[config.mk]
export PLATFORM = sky130hd
export DESIGN_NAME = card_draw_flat
export DESIGN_NICKNAME = d
export VERILOG_FILES = /design/src/rtl/blackjack_pkg.sv /design/src/rtl/card_draw_if.sv /design/src/rtl/mod13_reducer.sv /design/src/rtl/card_draw.sv /design/src/flat_wrapper.sv
export SDC_FILE = /design/constraint.sdc
export NUM_CORES = 1
export LEC_CHECK = 0
export CAP_MARGIN = 25
export CORE_ASPECT_RATIO = 1.5
export CORE_UTILIZATION = 55
export DETAILED_ROUTE_END_ITERATION = 8
export MAX_ROUTING_LAYER = met4
export PLACE_DENSITY_LB_ADDON = 0.3
export SYNTH_ARGS = -nofsm -noshare
export SYNTH_HDL_FRONTEND = slang
export SYNTH_SLANG_ARGS = --single-unit
[constraint.sdc]
create_clock -name clk_50M -period 3.1 [get_ports clk_50M]
set_clock_uncertainty 0.15 [all_clocks]
set_input_delay 0.775 -clock clk_50M [delete_from_list [all_inputs] [get_ports clk_50M]]
set_output_delay 0.775 -clock clk_50M [all_outputs]
set_load 0.05 [all_outputs]
[src/rtl/blackjack_pkg.sv]
// Shared BlackJack types: draw FSM states, deck geometry
// and the rank-to-points mapping used by the score path.
package blackjack_pkg;

  localparam int RANKS     = 13;
  localparam int SUITS     = 4;
  localparam int DECK_SIZE = 52;

  typedef enum logic [2:0] {
    IDLE,
    REDUCE,
    CHECK,
    COMMIT,
    HOLD
  } draw_state_t;

  // Ace counts 11, face cards 10, others face value.
  function automatic logic [3:0] rank_points(
    input logic [3:0] rank
  );
    logic [3:0] p;
    unique case (1'b1)
      (rank == 4'd1): p = 4'd11;
      (rank > 4'd10): p = 4'd10;
      default:        p = rank;
    endcase
    return p;
  endfunction

endpackage

[src/rtl/card_draw_if.sv]
// Draw handshake between the game FSM (master) and card_draw (slave).
// Carries tick, counter sample, draw/shuffle requests and card results.
interface card_draw_if #(
  parameter int WIDTH = 12
);
  logic             i_Tick2K;
  logic [WIDTH-1:0] i_Count;
  logic             i_Draw;
  logic             i_Shuffle;
  logic             o_Busy;
  logic             o_Valid;
  logic [3:0]       o_Card;
  logic [3:0]       o_Points;
  logic             o_TwoSec;
  logic             o_Empty;

  modport master (
    output i_Tick2K, i_Count, i_Draw, i_Shuffle,
    input  o_Busy, o_Valid, o_Card, o_Points,
    input  o_TwoSec, o_Empty
  );

  modport slave (
    input  i_Tick2K, i_Count, i_Draw, i_Shuffle,
    output o_Busy, o_Valid, o_Card, o_Points,
    output o_TwoSec, o_Empty
  );
endinterface

[src/rtl/mod13_reducer.sv]
// Iterative subtract-13 engine: start loads value, run steps it down.
// done is high while running once the residue is below 13; rem is it.
module mod13_reducer
  import blackjack_pkg::*;
#(
  parameter int WIDTH = 12
) (
  input  logic             clk_50M,
  input  logic             i_Reset,
  input  logic             start,
  input  logic             run,
  input  logic [WIDTH-1:0] value,
  output logic             done,
  output logic [3:0]       rem
);

  logic [WIDTH-1:0] r;
  logic             lt13;

  assign lt13 = r < WIDTH'(RANKS);
  assign done = run && lt13;
  assign rem  = r[3:0];

  always_ff @(posedge clk_50M) begin
    if (i_Reset) begin
      r <= '0;
    end else if (start) begin
      r <= value;
    end else if (run && !lt13) begin
      r <= r - WIDTH'(RANKS);
    end
  end

endmodule

[src/rtl/card_draw.sv]
// Card dealer: samples the entropy counter, reduces it to a rank,
// probes the 52-card deck, pulses the card, then holds two seconds.
module card_draw
  import blackjack_pkg::*;
#(
  parameter int WIDTH    = 12,
  parameter int TICKS_2S = 4000
) (
  input logic        clk_50M,
  input logic        i_Reset,
  card_draw_if.slave bus
);

  localparam int TW = (TICKS_2S > 1) ? $clog2(TICKS_2S) : 1;

  draw_state_t      state;
  logic [12:0][2:0] used;
  logic [5:0]       remaining;
  logic [TW-1:0]    tick;
  logic [3:0]       idx;
  logic [3:0]       card_q;
  logic [3:0]       pts_q;
  logic             valid_q;
  logic             twosec_q;
  logic             red_start;
  logic             red_run;
  logic             red_done;
  logic [3:0]       red_rem;

  // Shuffle has priority over a simultaneous draw.
  assign red_start = (state == IDLE) && !bus.i_Shuffle
                  && bus.i_Draw && (remaining != 6'd0);
  assign red_run   = (state == REDUCE);

  mod13_reducer #(
    .WIDTH (WIDTH)
  ) u_red (
    .clk_50M (clk_50M),
    .i_Reset (i_Reset),
    .start   (red_start),
    .run     (red_run),
    .value   (bus.i_Count),
    .done    (red_done),
    .rem     (red_rem)
  );

  always_ff @(posedge clk_50M) begin
    if (i_Reset) begin
      state     <= IDLE;
      used      <= '0;
      remaining <= 6'(DECK_SIZE);
      tick      <= '0;
      idx       <= '0;
      card_q    <= '0;
      pts_q     <= '0;
      valid_q   <= 1'b0;
      twosec_q  <= 1'b0;
    end else begin
      valid_q  <= 1'b0;
      twosec_q <= 1'b0;
      unique case (state)
        IDLE: begin
          if (bus.i_Shuffle) begin
            used      <= '0;
            remaining <= 6'(DECK_SIZE);
          end else if (red_start) begin
            state <= REDUCE;
          end
        end
        REDUCE: begin
          if (red_done) begin
            idx   <= red_rem;
            state <= CHECK;
          end
        end
        CHECK: begin
          // Linear probe; ends since some rank has a card left.
          if (used[idx] < 3'(SUITS)) begin
            state <= COMMIT;
          end else if (idx == 4'(RANKS - 1)) begin
            idx <= '0;
          end else begin
            idx <= idx + 4'd1;
          end
        end
        COMMIT: begin
          used[idx] <= used[idx] + 3'd1;
          remaining <= remaining - 6'd1;
          card_q    <= idx + 4'd1;
          pts_q     <= rank_points(idx + 4'd1);
          valid_q   <= 1'b1;
          tick      <= '0;
          state     <= HOLD;
        end
        HOLD: begin
          if (bus.i_Tick2K) begin
            if (tick == TW'(TICKS_2S - 1)) begin
              twosec_q <= 1'b1;
              state    <= IDLE;
            end else begin
              tick <= tick + 1'b1;
            end
          end
        end
        default: state <= IDLE;
      endcase
    end
  end

  assign bus.o_Busy   = (state != IDLE);
  assign bus.o_Empty  = (remaining == 6'd0);
  assign bus.o_Valid  = valid_q;
  assign bus.o_TwoSec = twosec_q;
  assign bus.o_Card   = card_q;
  assign bus.o_Points = pts_q;

endmodule

[src/flat_wrapper.sv]
// flat-port wrapper written by rule: the top's interface ports become plain ports
module card_draw_flat import blackjack_pkg::*;
#(
  parameter int WIDTH    = 12,
  parameter int TICKS_2S = 4000
)
  (clk_50M, i_Reset, bus_i_Tick2K, bus_i_Count, bus_i_Draw, bus_i_Shuffle, bus_o_Busy, bus_o_Valid, bus_o_Card, bus_o_Points, bus_o_TwoSec, bus_o_Empty);
  card_draw_if #(.WIDTH(WIDTH)) bus_i ();
  input logic clk_50M;
  input logic i_Reset;
  input wire logic [$bits(bus_i.i_Tick2K)-1:0] bus_i_Tick2K;
  input wire logic [$bits(bus_i.i_Count)-1:0] bus_i_Count;
  input wire logic [$bits(bus_i.i_Draw)-1:0] bus_i_Draw;
  input wire logic [$bits(bus_i.i_Shuffle)-1:0] bus_i_Shuffle;
  output wire logic [$bits(bus_i.o_Busy)-1:0] bus_o_Busy;
  output wire logic [$bits(bus_i.o_Valid)-1:0] bus_o_Valid;
  output wire logic [$bits(bus_i.o_Card)-1:0] bus_o_Card;
  output wire logic [$bits(bus_i.o_Points)-1:0] bus_o_Points;
  output wire logic [$bits(bus_i.o_TwoSec)-1:0] bus_o_TwoSec;
  output wire logic [$bits(bus_i.o_Empty)-1:0] bus_o_Empty;
  assign bus_i.i_Tick2K = bus_i_Tick2K;
  assign bus_i.i_Count = bus_i_Count;
  assign bus_i.i_Draw = bus_i_Draw;
  assign bus_i.i_Shuffle = bus_i_Shuffle;
  assign bus_o_Busy = bus_i.o_Busy;
  assign bus_o_Valid = bus_i.o_Valid;
  assign bus_o_Card = bus_i.o_Card;
  assign bus_o_Points = bus_i.o_Points;
  assign bus_o_TwoSec = bus_i.o_TwoSec;
  assign bus_o_Empty = bus_i.o_Empty;
  card_draw #(.WIDTH(WIDTH), .TICKS_2S(TICKS_2S)) u_core (.clk_50M(clk_50M), .i_Reset(i_Reset), .bus(bus_i));
endmodule
==> results.py <==
metrics = {
    "logic_synthesis": {
        "yosysSeqAreaShare": 0.4045,
        "synthDistinctLibCells": 60,
        "synthTopCellsByCount": "dfxtp_1 (86), nand3_1 (71), nor2_1 (46)",
        "ys_ff_latch": 86,
        "synth_edf_count": 0,
        "syn-cell-area_um2": 4257,
        "synth_top_area_cell": "dfxtp_1",
        "yosys-top-cells-area": "dfxtp_1 (40%), nand3_1 (8.3%), nor2_1 (4.1%)",
        "synth_top_cell_area_share": 0.4045,
        "syn_nets": 528,
        "async_flop_share": 0,
        "yosys_most_used_dff": "dfxtp_1",
        "synthCells": 501,
        "yosysWarnings": 0,
        "yosysMostFrequentCell": "dfxtp_1",
        "syn_area_per_cell_um2": 8.496,
    },
    "finish": {
        "num-nets-final": 547,
        "drive_gt1_frac": 0.1050,
        "stdcell_count": 624,
        "area_growth_pct": 11.85,
        "multi_input_area_um2": 2344,
        "stdcell_area_um2": 4761,
        "ff_latch_area_um2": 1722,
        "final.fill_count": 615,
        "diodes": 0,
        "fin_util": 0.6460,
    },
    "drt": {
        "wirelength_um": 9933,
        "drc": 0,
        "antenna_left": 0,
        "firstDrtPassIters": 5,
        "vias_per_cell": 6.117,
        "vias": 3817,
        "initialDrtViolationCount": 291,
        "wire_per_inst_um": 15.92,
    },
    "setup_path": {
        "critPathBufInv": 2,
        "rrSetupSlack_ns": 0.29,
        "worst_setup_path_end_kind": "output pin",
        "cpMaxStageDelayCell": "clkdlybuf4s50_1",
        "cp-start-kind": "flop",
        "critPathTopFamily": "buffers and inverters",
        "critical_path_arrival_ns": 1.92,
        "worstPathCellList": "nor3_2, inv_1, clkdlybuf4s50_1",
        "cp_max_fo": 10,
        "worstPathRequired_ns": 2.17,
        "cpPeakStageDelay_ns": 0.82,
        "path_class": "reg -> out",
        "worst-path-stages": 3,
        "ff2ff_path_depth": 7,
    },
    "die": {
        "dieWidth_um": 73.83,
        "core_region_area_um2": 7370,
        "dieArea_um2": 8102,
        "io_pins": 29,
        "die_h_um": 109.7,
        "row_count": 38,
        "start_util": 0.5776,
    },
    "timing": {
        "period_needed_ns": 2.848,
        "period_share": 0.9187,
        "tightest_slew_ns": 0.9282,
        "setup_tns_ns": 0,
        "setup_violations": 0,
        "slew_violations": 0,
        "maxSlewHeadroom": 0.3799,
        "final-hold-violation-count": 0,
        "fmax_mhz": 351.1,
        "rsz0062_at_grt": "false",
    },
    "power_and_ir_drop": {
        "p_total_uw": 2442,
        "leakage_uw": 0.001628,
        "powerDensity_nw_per_um2": 512.9,
        "ir_drop_mv": 0.3679,
    },
    "global_routing": {
        "grt_first_pass_wirelength_um": 16220,
        "antenna_found_initial": 0,
        "track_usage": 0.2718,
        "grt_overflow": 0,
        "grt_start_max_net_pins": 30,
        "grt_pass1_vias": 3485,
    },
    "clock_tree": {
        "cts_hold_buf": 0,
        "worstSkewPairLatency_ns": 0.36,
        "post_cts_resized": 0,
        "cts_tree": "yes",
        "cts_sinks": 86,
        "cts_buffer_depth": 2,
        "postCtsSetupBuffers": 0,
        "cts-root-buf": "clkbuf_8",
        "cts_made_buffers": 9,
        "clk_pin_slew_ns": 0.08,
        "htreeDepth": 3,
    },
    "flow_run": {
        "maxCapViolations": 0,
    },
    "worst_hold_path": {
        "min_path_type": "reg -> reg",
        "hold_depth": 2,
    },
    "placed_design": {
        "port_buffers": 28,
        "hpwl_um": 7150,
        "dp.cells": 609,
        "gp_congestion": 0.9087,
        "dpl-instance-area_um2": 4606,
    },
    "status": {
        "outcome": "finished clean",
    },
}
## cell families after synthesis
logic type	share of synthesized area
AOI/OAI and AO/OA	0.1681
DFF	0.4045
xor gates and xnor gates	0.03880
buffers and inverters	0.04556
muxes	0.04938
and+or+nand+nor	0.2643
adders and majority gates	0.02939
## final cells by class
class / instances / share of cell area
multi-input cells: 370 / 0.4922
repair buffers: 41 / 0.07779
flip-flops and latches: 86 / 0.3616
well taps: 100 / 0.02628
clock buffers: 10 / 0.02681
inverters: 12 / 0.009461
clock inverters: 5 / 0.005782
## worst paths after layout
check,from,to
hold reg to reg,u_core.bus.o_Points[1],u_core.bus.o_Points[1]
hold / removal,u_core.bus.o_Points[1],u_core.bus.o_Points[1]
setup reg to reg,u_core.idx[0],u_core.used[11]
setup / recovery,u_core.state[1],bus_o_Busy
## flip-flops by register name, summed over array words and instances, names as in the netlist
signal / count
u_core.used: 39
u_core.state: 3
u_core.remaining: 6
u_core.bus.o_Valid: 1
u_core.u_red.r: 12
u_core.idx: 4
u_core.tick: 12
u_core.bus.o_TwoSec: 1
u_core.bus.o_Points: 4
u_core.bus.o_Card: 4
## cell usage in the layout (no fill, tap or decap), drive strengths merged, types with 3 or more instances in the layout
| cell | n |
|---|---|
| nor2 | 47 |
| nor3b | 6 |
| clkbuf | 10 |
| nand2 | 45 |
| clkinv | 4 |
| buf | 15 |
| a211oi | 12 |
| xnor2 | 5 |
| nor4 | 6 |
| mux4 | 7 |
| clkdlybuf4s50 | 26 |
| mux2i | 3 |
| nand3 | 71 |
| a21oi | 34 |
| o21ai | 19 |
| ha | 10 |
| or4 | 4 |
| nor2b | 5 |
| o31ai | 14 |
| nor3 | 13 |
| dfxtp | 86 |
| a311oi | 4 |
| xor2 | 13 |
| or2 | 3 |
| and3 | 5 |
| nand3b | 6 |
| nand4 | 3 |
| a31oi | 5 |
| inv | 12 |
## per-layer routing
layer,global-route usage,share of wire,vias up
met2,0.4712,0.53,104
met3,0.05500,0.040,15
met5,-,0,-
met4,0.1140,0.020,0
li1,-,-,1847
met1,0.2993,0.41,1851
## report_power, final
part	switching, uW	internal (uW)
sequential	66.2	1150
combinational	346	211
clock	389	281
total	801	1640
## worst reg2reg max path, cell delays in order, from the launching register on
cell and delay [ns]:
dfxtp_1 0.51, buf_4 0.22, mux4_2 0.49, a211oi_1 0.24, a21oi_1 0.07, ha_1 0.25, xor2_2 0.57, o31ai_1 0.17
## metrics by stage
| step | hold slack (ns) | setup slack [ns] |
|---|---|---|
| final | 0.3159 | 0.2519 |
| after global routing | 0.3377 | 0.1301 |
| after CTS | 0.3197 | 0.2233 |
| after detailed placement | 0.3097 | 0.2824 |
| after global placement | 0.2935 | 0.3584 |
| after floorplan | 0.2879 | 0.5000 |
Note: power is estimated with default switching activity, not from simulation.
